<file path="src/rtl/sphere3_pool_arbiter_if.sv">
// Requester / generator bundle for sphere3_pool_arbiter.
// slave  : arbiter view (drives ack, rsp_*, gen_pop/reseed/seed, busy, timeout_flag).
// master : environment view (requesters, config source and generator).
interface sphere3_pool_arbiter_if #(
  parameter int unsigned NUM_REQ = 4,
  parameter int unsigned ID_W    = 2
);
  logic [NUM_REQ-1:0] req;
  logic [NUM_REQ-1:0] ack;
  logic               rsp_valid;
  logic [ID_W-1:0]    rsp_id;
  logic               rsp_err;
  logic [31:0]        rsp_w;
  logic [31:0]        rsp_x;
  logic [31:0]        rsp_y;
  logic [31:0]        rsp_z;
  logic               cfg_reseed;
  logic [31:0]        cfg_seed;
  logic               gen_pop;
  logic               gen_reseed;
  logic [31:0]        gen_seed;
  logic [31:0]        gen_w;
  logic [31:0]        gen_x;
  logic [31:0]        gen_y;
  logic [31:0]        gen_z;
  logic               gen_valid;
  logic               busy;
  logic               timeout_flag;

  modport slave (
    input  req, cfg_reseed, cfg_seed, gen_w, gen_x, gen_y, gen_z, gen_valid,
    output ack, rsp_valid, rsp_id, rsp_err, rsp_w, rsp_x, rsp_y, rsp_z,
    output gen_pop, gen_reseed, gen_seed, busy, timeout_flag
  );

  modport master (
    output req, cfg_reseed, cfg_seed, gen_w, gen_x, gen_y, gen_z, gen_valid,
    input  ack, rsp_valid, rsp_id, rsp_err, rsp_w, rsp_x, rsp_y, rsp_z,
    input  gen_pop, gen_reseed, gen_seed, busy, timeout_flag
  );
endinterface

</file>
<file path="src/rtl/sphere3_pool_arbiter.sv">
// Round-robin pool arbiter sharing one sphere3_32bit point generator among
// NUM_REQ requesters, with reseed serialisation and a stuck-generator watchdog.
// Optional macro SPHERE3_POOL_ARBITER_STATS_EN adds per-requester grant
// counters and a timeout counter.
module sphere3_pool_arbiter #(
  parameter int unsigned NUM_REQ     = 4,
  parameter int unsigned ID_W        = 2,
  parameter int unsigned TIMEOUT_CYC = 64
) (
  input  logic                    clk,
  input  logic                    rst,
  sphere3_pool_arbiter_if.slave   bus
`ifdef SPHERE3_POOL_ARBITER_STATS_EN
  ,
  output logic [NUM_REQ*16-1:0]   grant_cnt,
  output logic [15:0]             timeout_cnt
`endif
);

  localparam int unsigned WD_W = $clog2(TIMEOUT_CYC + 1);
  localparam int unsigned IX_W = ID_W + 1;

  typedef enum logic [2:0] {IDLE, RESEED, ISSUE, WAIT, RESP} state_t;

  state_t             state, state_n;
  logic [ID_W-1:0]    ptr, ptr_n, gid, gid_n, pick_c;
  logic               any_req_c;
  logic [IX_W-1:0]    idx;
  logic [WD_W-1:0]    wd, wd_n;
  logic               reseed_pend, reseed_pend_n;
  logic [31:0]        seed_hold, seed_hold_n;
  logic [NUM_REQ-1:0] ack_n;
  logic               rsp_valid_n, rsp_err_n;
  logic [ID_W-1:0]    rsp_id_n;
  logic [31:0]        w_n, x_n, y_n, z_n;
  logic               gen_pop_n, gen_reseed_n, timeout_flag_n;
  logic [31:0]        gen_seed_n;

  // Round-robin pick: first requesting index at or after ptr, wrapping.
  always_comb begin
    pick_c    = '0;
    any_req_c = 1'b0;
    idx       = '0;
    for (int unsigned i = 0; i < NUM_REQ; i++) begin
      idx = {1'b0, ptr} + IX_W'(i);
      if (idx >= IX_W'(NUM_REQ)) idx = idx - IX_W'(NUM_REQ);
      if (!any_req_c && bus.req[idx[ID_W-1:0]]) begin
        any_req_c = 1'b1;
        pick_c    = idx[ID_W-1:0];
      end
    end
  end

  // Next-state and next-output logic; every output is registered below.
  always_comb begin
    state_n        = state;
    ptr_n          = ptr;
    gid_n          = gid;
    wd_n           = wd;
    reseed_pend_n  = reseed_pend;
    seed_hold_n    = seed_hold;
    ack_n          = '0;
    rsp_valid_n    = 1'b0;
    rsp_id_n       = bus.rsp_id;
    rsp_err_n      = bus.rsp_err;
    w_n            = bus.rsp_w;
    x_n            = bus.rsp_x;
    y_n            = bus.rsp_y;
    z_n            = bus.rsp_z;
    gen_pop_n      = 1'b0;
    gen_reseed_n   = 1'b0;
    gen_seed_n     = bus.gen_seed;
    timeout_flag_n = bus.timeout_flag;

    if (bus.cfg_reseed) begin
      seed_hold_n   = bus.cfg_seed;
      reseed_pend_n = 1'b1;
    end

    unique case (state)
      IDLE: begin
        if (reseed_pend) begin
          // A seed arriving this very cycle supersedes the held one.
          state_n       = RESEED;
          gen_reseed_n  = 1'b1;
          gen_seed_n    = bus.cfg_reseed ? bus.cfg_seed : seed_hold;
          reseed_pend_n = 1'b0;
        end else if (any_req_c) begin
          state_n   = ISSUE;
          gid_n     = pick_c;
          ptr_n     = (pick_c == ID_W'(NUM_REQ - 1)) ? '0 : pick_c + ID_W'(1);
          gen_pop_n = 1'b1;
        end
      end
      RESEED: state_n = IDLE;
      ISSUE: begin
        state_n   = WAIT;
        wd_n      = '0;
        gen_pop_n = 1'b1;
      end
      WAIT: begin
        if (bus.gen_valid) begin
          state_n     = RESP;
          rsp_valid_n = 1'b1;
          rsp_id_n    = gid;
          rsp_err_n   = 1'b0;
          ack_n       = NUM_REQ'(1) << gid;
          w_n         = bus.gen_w;
          x_n         = bus.gen_x;
          y_n         = bus.gen_y;
          z_n         = bus.gen_z;
        end else if (wd == WD_W'(TIMEOUT_CYC - 1)) begin
          state_n        = RESP;
          rsp_valid_n    = 1'b1;
          rsp_id_n       = gid;
          rsp_err_n      = 1'b1;
          ack_n          = NUM_REQ'(1) << gid;
          w_n            = '0;
          x_n            = '0;
          y_n            = '0;
          z_n            = '0;
          timeout_flag_n = 1'b1;
        end else begin
          wd_n      = wd + WD_W'(1);
          gen_pop_n = 1'b1;
        end
      end
      RESP: state_n = IDLE;
      default: state_n = IDLE;
    endcase
  end

  // State, bookkeeping and registered outputs.
  always_ff @(posedge clk) begin
    if (rst) begin
      state            <= IDLE;
      ptr              <= '0;
      gid              <= '0;
      wd               <= '0;
      reseed_pend      <= 1'b0;
      seed_hold        <= '0;
      bus.ack          <= '0;
      bus.rsp_valid    <= 1'b0;
      bus.rsp_id       <= '0;
      bus.rsp_err      <= 1'b0;
      bus.rsp_w        <= '0;
      bus.rsp_x        <= '0;
      bus.rsp_y        <= '0;
      bus.rsp_z        <= '0;
      bus.gen_pop      <= 1'b0;
      bus.gen_reseed   <= 1'b0;
      bus.gen_seed     <= '0;
      bus.busy         <= 1'b0;
      bus.timeout_flag <= 1'b0;
    end else begin
      state            <= state_n;
      ptr              <= ptr_n;
      gid              <= gid_n;
      wd               <= wd_n;
      reseed_pend      <= reseed_pend_n;
      seed_hold        <= seed_hold_n;
      bus.ack          <= ack_n;
      bus.rsp_valid    <= rsp_valid_n;
      bus.rsp_id       <= rsp_id_n;
      bus.rsp_err      <= rsp_err_n;
      bus.rsp_w        <= w_n;
      bus.rsp_x        <= x_n;
      bus.rsp_y        <= y_n;
      bus.rsp_z        <= z_n;
      bus.gen_pop      <= gen_pop_n;
      bus.gen_reseed   <= gen_reseed_n;
      bus.gen_seed     <= gen_seed_n;
      bus.busy         <= (state_n != IDLE);
      bus.timeout_flag <= timeout_flag_n;
    end
  end

`ifdef SPHERE3_POOL_ARBITER_STATS_EN
  // Saturating counters updated on each response strobe.
  always_ff @(posedge clk) begin
    if (rst) begin
      grant_cnt   <= '0;
      timeout_cnt <= '0;
    end else if (bus.rsp_valid) begin
      if (bus.rsp_err) begin
        if (timeout_cnt != 16'hFFFF) timeout_cnt <= timeout_cnt + 16'd1;
      end else begin
        for (int unsigned i = 0; i < NUM_REQ; i++) begin
          if (bus.rsp_id == ID_W'(i) && grant_cnt[i*16 +: 16] != 16'hFFFF)
            grant_cnt[i*16 +: 16] <= grant_cnt[i*16 +: 16] + 16'd1;
        end
      end
    end
  end
`endif

endmodule

</file>
<file path="src/flat_wrapper.sv">
// flat-port wrapper written by rule: the top's interface ports become plain ports
module sphere3_pool_arbiter_flat 
#(
  parameter int unsigned NUM_REQ     = 4,
  parameter int unsigned ID_W        = 2,
  parameter int unsigned TIMEOUT_CYC = 64
)
  (clk, rst, bus_req, bus_cfg_reseed, bus_cfg_seed, bus_gen_w, bus_gen_x, bus_gen_y, bus_gen_z, bus_gen_valid, bus_ack, bus_rsp_valid, bus_rsp_id, bus_rsp_err, bus_rsp_w, bus_rsp_x, bus_rsp_y, bus_rsp_z, bus_gen_pop, bus_gen_reseed, bus_gen_seed, bus_busy, bus_timeout_flag);
  sphere3_pool_arbiter_if #(.NUM_REQ(NUM_REQ), .ID_W(ID_W)) bus_i ();
  input  logic clk;
  input  logic rst;
  input wire logic [$bits(bus_i.req)-1:0] bus_req;
  input wire logic [$bits(bus_i.cfg_reseed)-1:0] bus_cfg_reseed;
  input wire logic [$bits(bus_i.cfg_seed)-1:0] bus_cfg_seed;
  input wire logic [$bits(bus_i.gen_w)-1:0] bus_gen_w;
  input wire logic [$bits(bus_i.gen_x)-1:0] bus_gen_x;
  input wire logic [$bits(bus_i.gen_y)-1:0] bus_gen_y;
  input wire logic [$bits(bus_i.gen_z)-1:0] bus_gen_z;
  input wire logic [$bits(bus_i.gen_valid)-1:0] bus_gen_valid;
  output wire logic [$bits(bus_i.ack)-1:0] bus_ack;
  output wire logic [$bits(bus_i.rsp_valid)-1:0] bus_rsp_valid;
  output wire logic [$bits(bus_i.rsp_id)-1:0] bus_rsp_id;
  output wire logic [$bits(bus_i.rsp_err)-1:0] bus_rsp_err;
  output wire logic [$bits(bus_i.rsp_w)-1:0] bus_rsp_w;
  output wire logic [$bits(bus_i.rsp_x)-1:0] bus_rsp_x;
  output wire logic [$bits(bus_i.rsp_y)-1:0] bus_rsp_y;
  output wire logic [$bits(bus_i.rsp_z)-1:0] bus_rsp_z;
  output wire logic [$bits(bus_i.gen_pop)-1:0] bus_gen_pop;
  output wire logic [$bits(bus_i.gen_reseed)-1:0] bus_gen_reseed;
  output wire logic [$bits(bus_i.gen_seed)-1:0] bus_gen_seed;
  output wire logic [$bits(bus_i.busy)-1:0] bus_busy;
  output wire logic [$bits(bus_i.timeout_flag)-1:0] bus_timeout_flag;
  assign bus_i.req = bus_req;
  assign bus_i.cfg_reseed = bus_cfg_reseed;
  assign bus_i.cfg_seed = bus_cfg_seed;
  assign bus_i.gen_w = bus_gen_w;
  assign bus_i.gen_x = bus_gen_x;
  assign bus_i.gen_y = bus_gen_y;
  assign bus_i.gen_z = bus_gen_z;
  assign bus_i.gen_valid = bus_gen_valid;
  assign bus_ack = bus_i.ack;
  assign bus_rsp_valid = bus_i.rsp_valid;
  assign bus_rsp_id = bus_i.rsp_id;
  assign bus_rsp_err = bus_i.rsp_err;
  assign bus_rsp_w = bus_i.rsp_w;
  assign bus_rsp_x = bus_i.rsp_x;
  assign bus_rsp_y = bus_i.rsp_y;
  assign bus_rsp_z = bus_i.rsp_z;
  assign bus_gen_pop = bus_i.gen_pop;
  assign bus_gen_reseed = bus_i.gen_reseed;
  assign bus_gen_seed = bus_i.gen_seed;
  assign bus_busy = bus_i.busy;
  assign bus_timeout_flag = bus_i.timeout_flag;
  sphere3_pool_arbiter #(.NUM_REQ(NUM_REQ), .ID_W(ID_W), .TIMEOUT_CYC(TIMEOUT_CYC)) u_core (.clk(clk), .rst(rst), .bus(bus_i));
endmodule
</file>
<file path="config.mk">
export PLATFORM = sky130hd
export DESIGN_NAME = sphere3_pool_arbiter_flat
export DESIGN_NICKNAME = d
export VERILOG_FILES = /design/src/rtl/sphere3_pool_arbiter_if.sv /design/src/rtl/sphere3_pool_arbiter.sv /design/src/flat_wrapper.sv
export SDC_FILE = /design/constraint.sdc
export NUM_CORES = 1
export LEC_CHECK = 0
export ABC_CLOCK_PERIOD_IN_PS = 2300
export BUFFER_PORTS_ARGS = -buffer_cell sky130_fd_sc_hd__buf_2
export CORE_AREA = 2 2 132 134
export DETAILED_ROUTE_END_ITERATION = 10
export DIE_AREA = 0 0 134 136
export PLACE_DENSITY = 0.79
export SYNTH_ARGS = -nofsm -noshare
export SYNTH_HDL_FRONTEND = slang
export SYNTH_SLANG_ARGS = --single-unit
</file>
<file path="constraint.sdc">
create_clock -name clk -period 2.3 [get_ports clk]
set_input_delay 0.46 -clock clk [delete_from_list [all_inputs] [get_ports clk]]
set_output_delay 0.46 -clock clk [all_outputs]
set_load 0.02 [all_outputs]
</file>
==> results.tsv <==
metric	value	unit
Vias/cell	5.14	
Mapped Cells	726	
initial antenna violation count	0	
syn nets	895	
Initial Util	45.9	%
cts bufs inserted	23	
Post-Route WL	20800	µm
core area	16900	µm²
WP data required	2650	ps
Die H	136	µm
Total Nets Final	1212	
DRC	0	
total of max-cap violations	0	
Synth Warn #	0	
relative slew slack	46.1	%
drt first pass iters	5	
period utilization	81.0	%
post-synth top area cell	dfxtp_1	
crit start category	flop	
CTS tree	built	
Post-CTS Setup Inserts	0	
Finished Layout Cells	1282	
final-report max-slew violation count	0	
cell area after synthesis	7740	µm²
hold_buf cts	0	
IO Port Bufs	339	
Resize count post-CTS	0	
EDFF count, synth	0	
Max IR drop VDD	696	µV
dpl cells	1243	
Clk Latency, worst-skew pair	490	ps
Pwr Density	848	nW/µm²
antenna fix cells	0	
Unique masters post-synth	46	
sequential fraction of the synthesis area	56.6	%
die area	18200	µm²
HP Class	input pin to flop	
crit path DAT	2220	ps
detailed-route via count	6591	
Worst Path Max Fanout	35	
outcome	completed	
vias in the first global route	6225	
fraction of layout cells with a size suffix above 1	43.1	%
Area growth syn-to-layout	32.9	%
WS Path Type	flop to flop	
final worst slack	436	ps
IO Pins	340	
final worst path period need	1860	ps
GRT Util Overall	21.5	%
H-tree depth	1	
Synth top area share	56.6	%
DPL Wire Length	14700	µm
Least-Margin Pin Slew	808	ps
Die W	134	µm
#FFs+latches synth	219	
Design Power	8.73	mW
Post-synth top flop	dfxtp_1	
final setup fails	0	
Reg clk slew, reported paths	60	ps
final hold vios	0	
number of DRC markers in iteration 0	320	
GPL Wtd Cong	0.848	
Final ANT Viol Nets	0	
synth top area cells	dfxtp_1 (57%), a22oi_2 (9.7%), nor2_1 (8.5%)	
setup TNS	0	ps
Clock Sinks	219	
detailed-route wire length per cell	16.2	µm
first-pass GRT wire length	32000	µm
asr flop ratio synth	0	%
Post-Place Worst Slack	417	ps
largest net degree at the start of global routing	88	
static leakage	4.86	nW
Syn Area/Cell	10.7	µm²
skew final	11.0	ps
row cnt	48	
CTS max path bufs	3	
Max Freq	536	MHz
CP Capture Type	flop	
total grt overflow	0	
Root Driver	clkbuf_16	
RSZ-0062 raised after global routing	no	
[through the flow]
stage | hold slack [ps] | cell area (µm²) | util [%]
after CTS | 195 | 10300 | 61.0
after global routing | 202 | 10300 | 61.0
after detailed placement | 465 | 9590 | 56.8
after floorplan | 439 | 7740 | -
after global placement | 460 | 9590 | 56.8
final | 216 | 10300 | 61.0
[worst max-delay path, stage by stage, from the launching register on]
cell      delay (ps)
dfxtp_1          330
ha_1             240
nand2_1          140
nor3_4            70
o21bai_4         170
buf_4            470
mux2i_1          260
nor2_1            50
[kinds of logic after synthesis]
group | Yosys count | synth area share [%]
AOI/OAI and AO/OA | 184 | 21.8
xor gates and xnor gates | 2 | 0.226
adders and majority gates | 1 | 0.162
buffers and inverters | 65 | 4.54
DFF | 219 | 56.6
muxes | 35 | 4.54
and+or+nand+nor | 220 | 12.1
[Yosys cell counts (6+ instances only)]
| cell type | number |
|---|---|
| buf_6 | 8 |
| buf_2 | 20 |
| mux2i_1 | 34 |
| clkbuf_1 | 23 |
| o22a_1 | 32 |
| dfxtp_1 | 219 |
| a22oi_2 | 60 |
| a22oi_1 | 68 |
| nand2_1 | 10 |
| a21oi_1 | 11 |
| buf_4 | 6 |
| nor2_1 | 176 |
[layout make-up]
| type | instances | area [µm²] |
|---|---|---|
| clock inverter | 5 | 50.0 |
| timing repair buffer | 353 | 1880 |
| fill | 1411 | 6580 |
| sequential | 219 | 4380 |
| inverter | 4 | 15.0 |
| multi-input combinational | 442 | 3030 |
| tap | 225 | 282 |
| clock buffer | 34 | 657 |
[final timing paths]
path | start | end | slack (ps) | depth (start not counted)
worst max-delay path | u_core.wd[0] | u_core.bus.rsp_id[0] | 440 | 7
worst min-delay path | bus_gen_y[1] | u_core.bus.rsp_y[1] | 220 | 3
worst max register to register | u_core.wd[0] | u_core.bus.rsp_id[0] | 440 | 7
worst min register to register | u_core.bus.timeout_flag | u_core.bus.timeout_flag | 470 | 2
[state kept, by name (all words and copies together) (netlist names), 2 cells and up]
| signal | count |
|---|---|
| u_core.bus.ack | 4 |
| u_core.bus.rsp_y | 32 |
| u_core.gid | 2 |
| u_core.ptr | 2 |
| u_core.bus.gen_seed | 32 |
| u_core.state | 3 |
| u_core.bus.rsp_x | 32 |
| u_core.bus.rsp_z | 32 |
| u_core.bus.rsp_id | 2 |
| u_core.wd | 7 |
| u_core.seed_hold | 32 |
| u_core.bus.rsp_w | 32 |
[power breakdown]
| group | switching, mW | internal, mW | total (mW) |
|---|---|---|---|
| Combinational | 0.658 | 0.467 | 1.13 |
| Clock | 1.41 | 2.07 | 3.48 |
| Sequential | 0.115 | 4.00 | 4.12 |
[metal layers]
layer | track usage, % | part of all wire [%] | up-vias
met5 | 0 | 0 | -
li1 | - | - | 3203
met3 | 5.03 | 7.2 | 45
met2 | 37.4 | 50 | 258
met4 | 8.27 | 3.0 | 0
met1 | 25.9 | 40 | 3085
[placed cells by master (no fill, tap or decap), drive strengths merged, types with 2 or more instances in the layout]
cell	Yosys	routed
o21a	2	2
o21ai	2	2
a22oi	128	128
a21oi	11	11
nand2b	4	4
xnor2	2	2
nand3	3	3
nor4	2	2
nor3	6	6
nand2	10	10
buf	38	353
or3	3	3
o22a	32	32
nand3b	3	3
o211ai	2	2
clkbuf	23	34
mux2i	34	34
or4	2	2
dfxtp	219	219
and3	3	3
nor2b	2	2
inv	4	4
nor2	178	178
clkinv	0	4
Power figures use the tool's default switching activity.
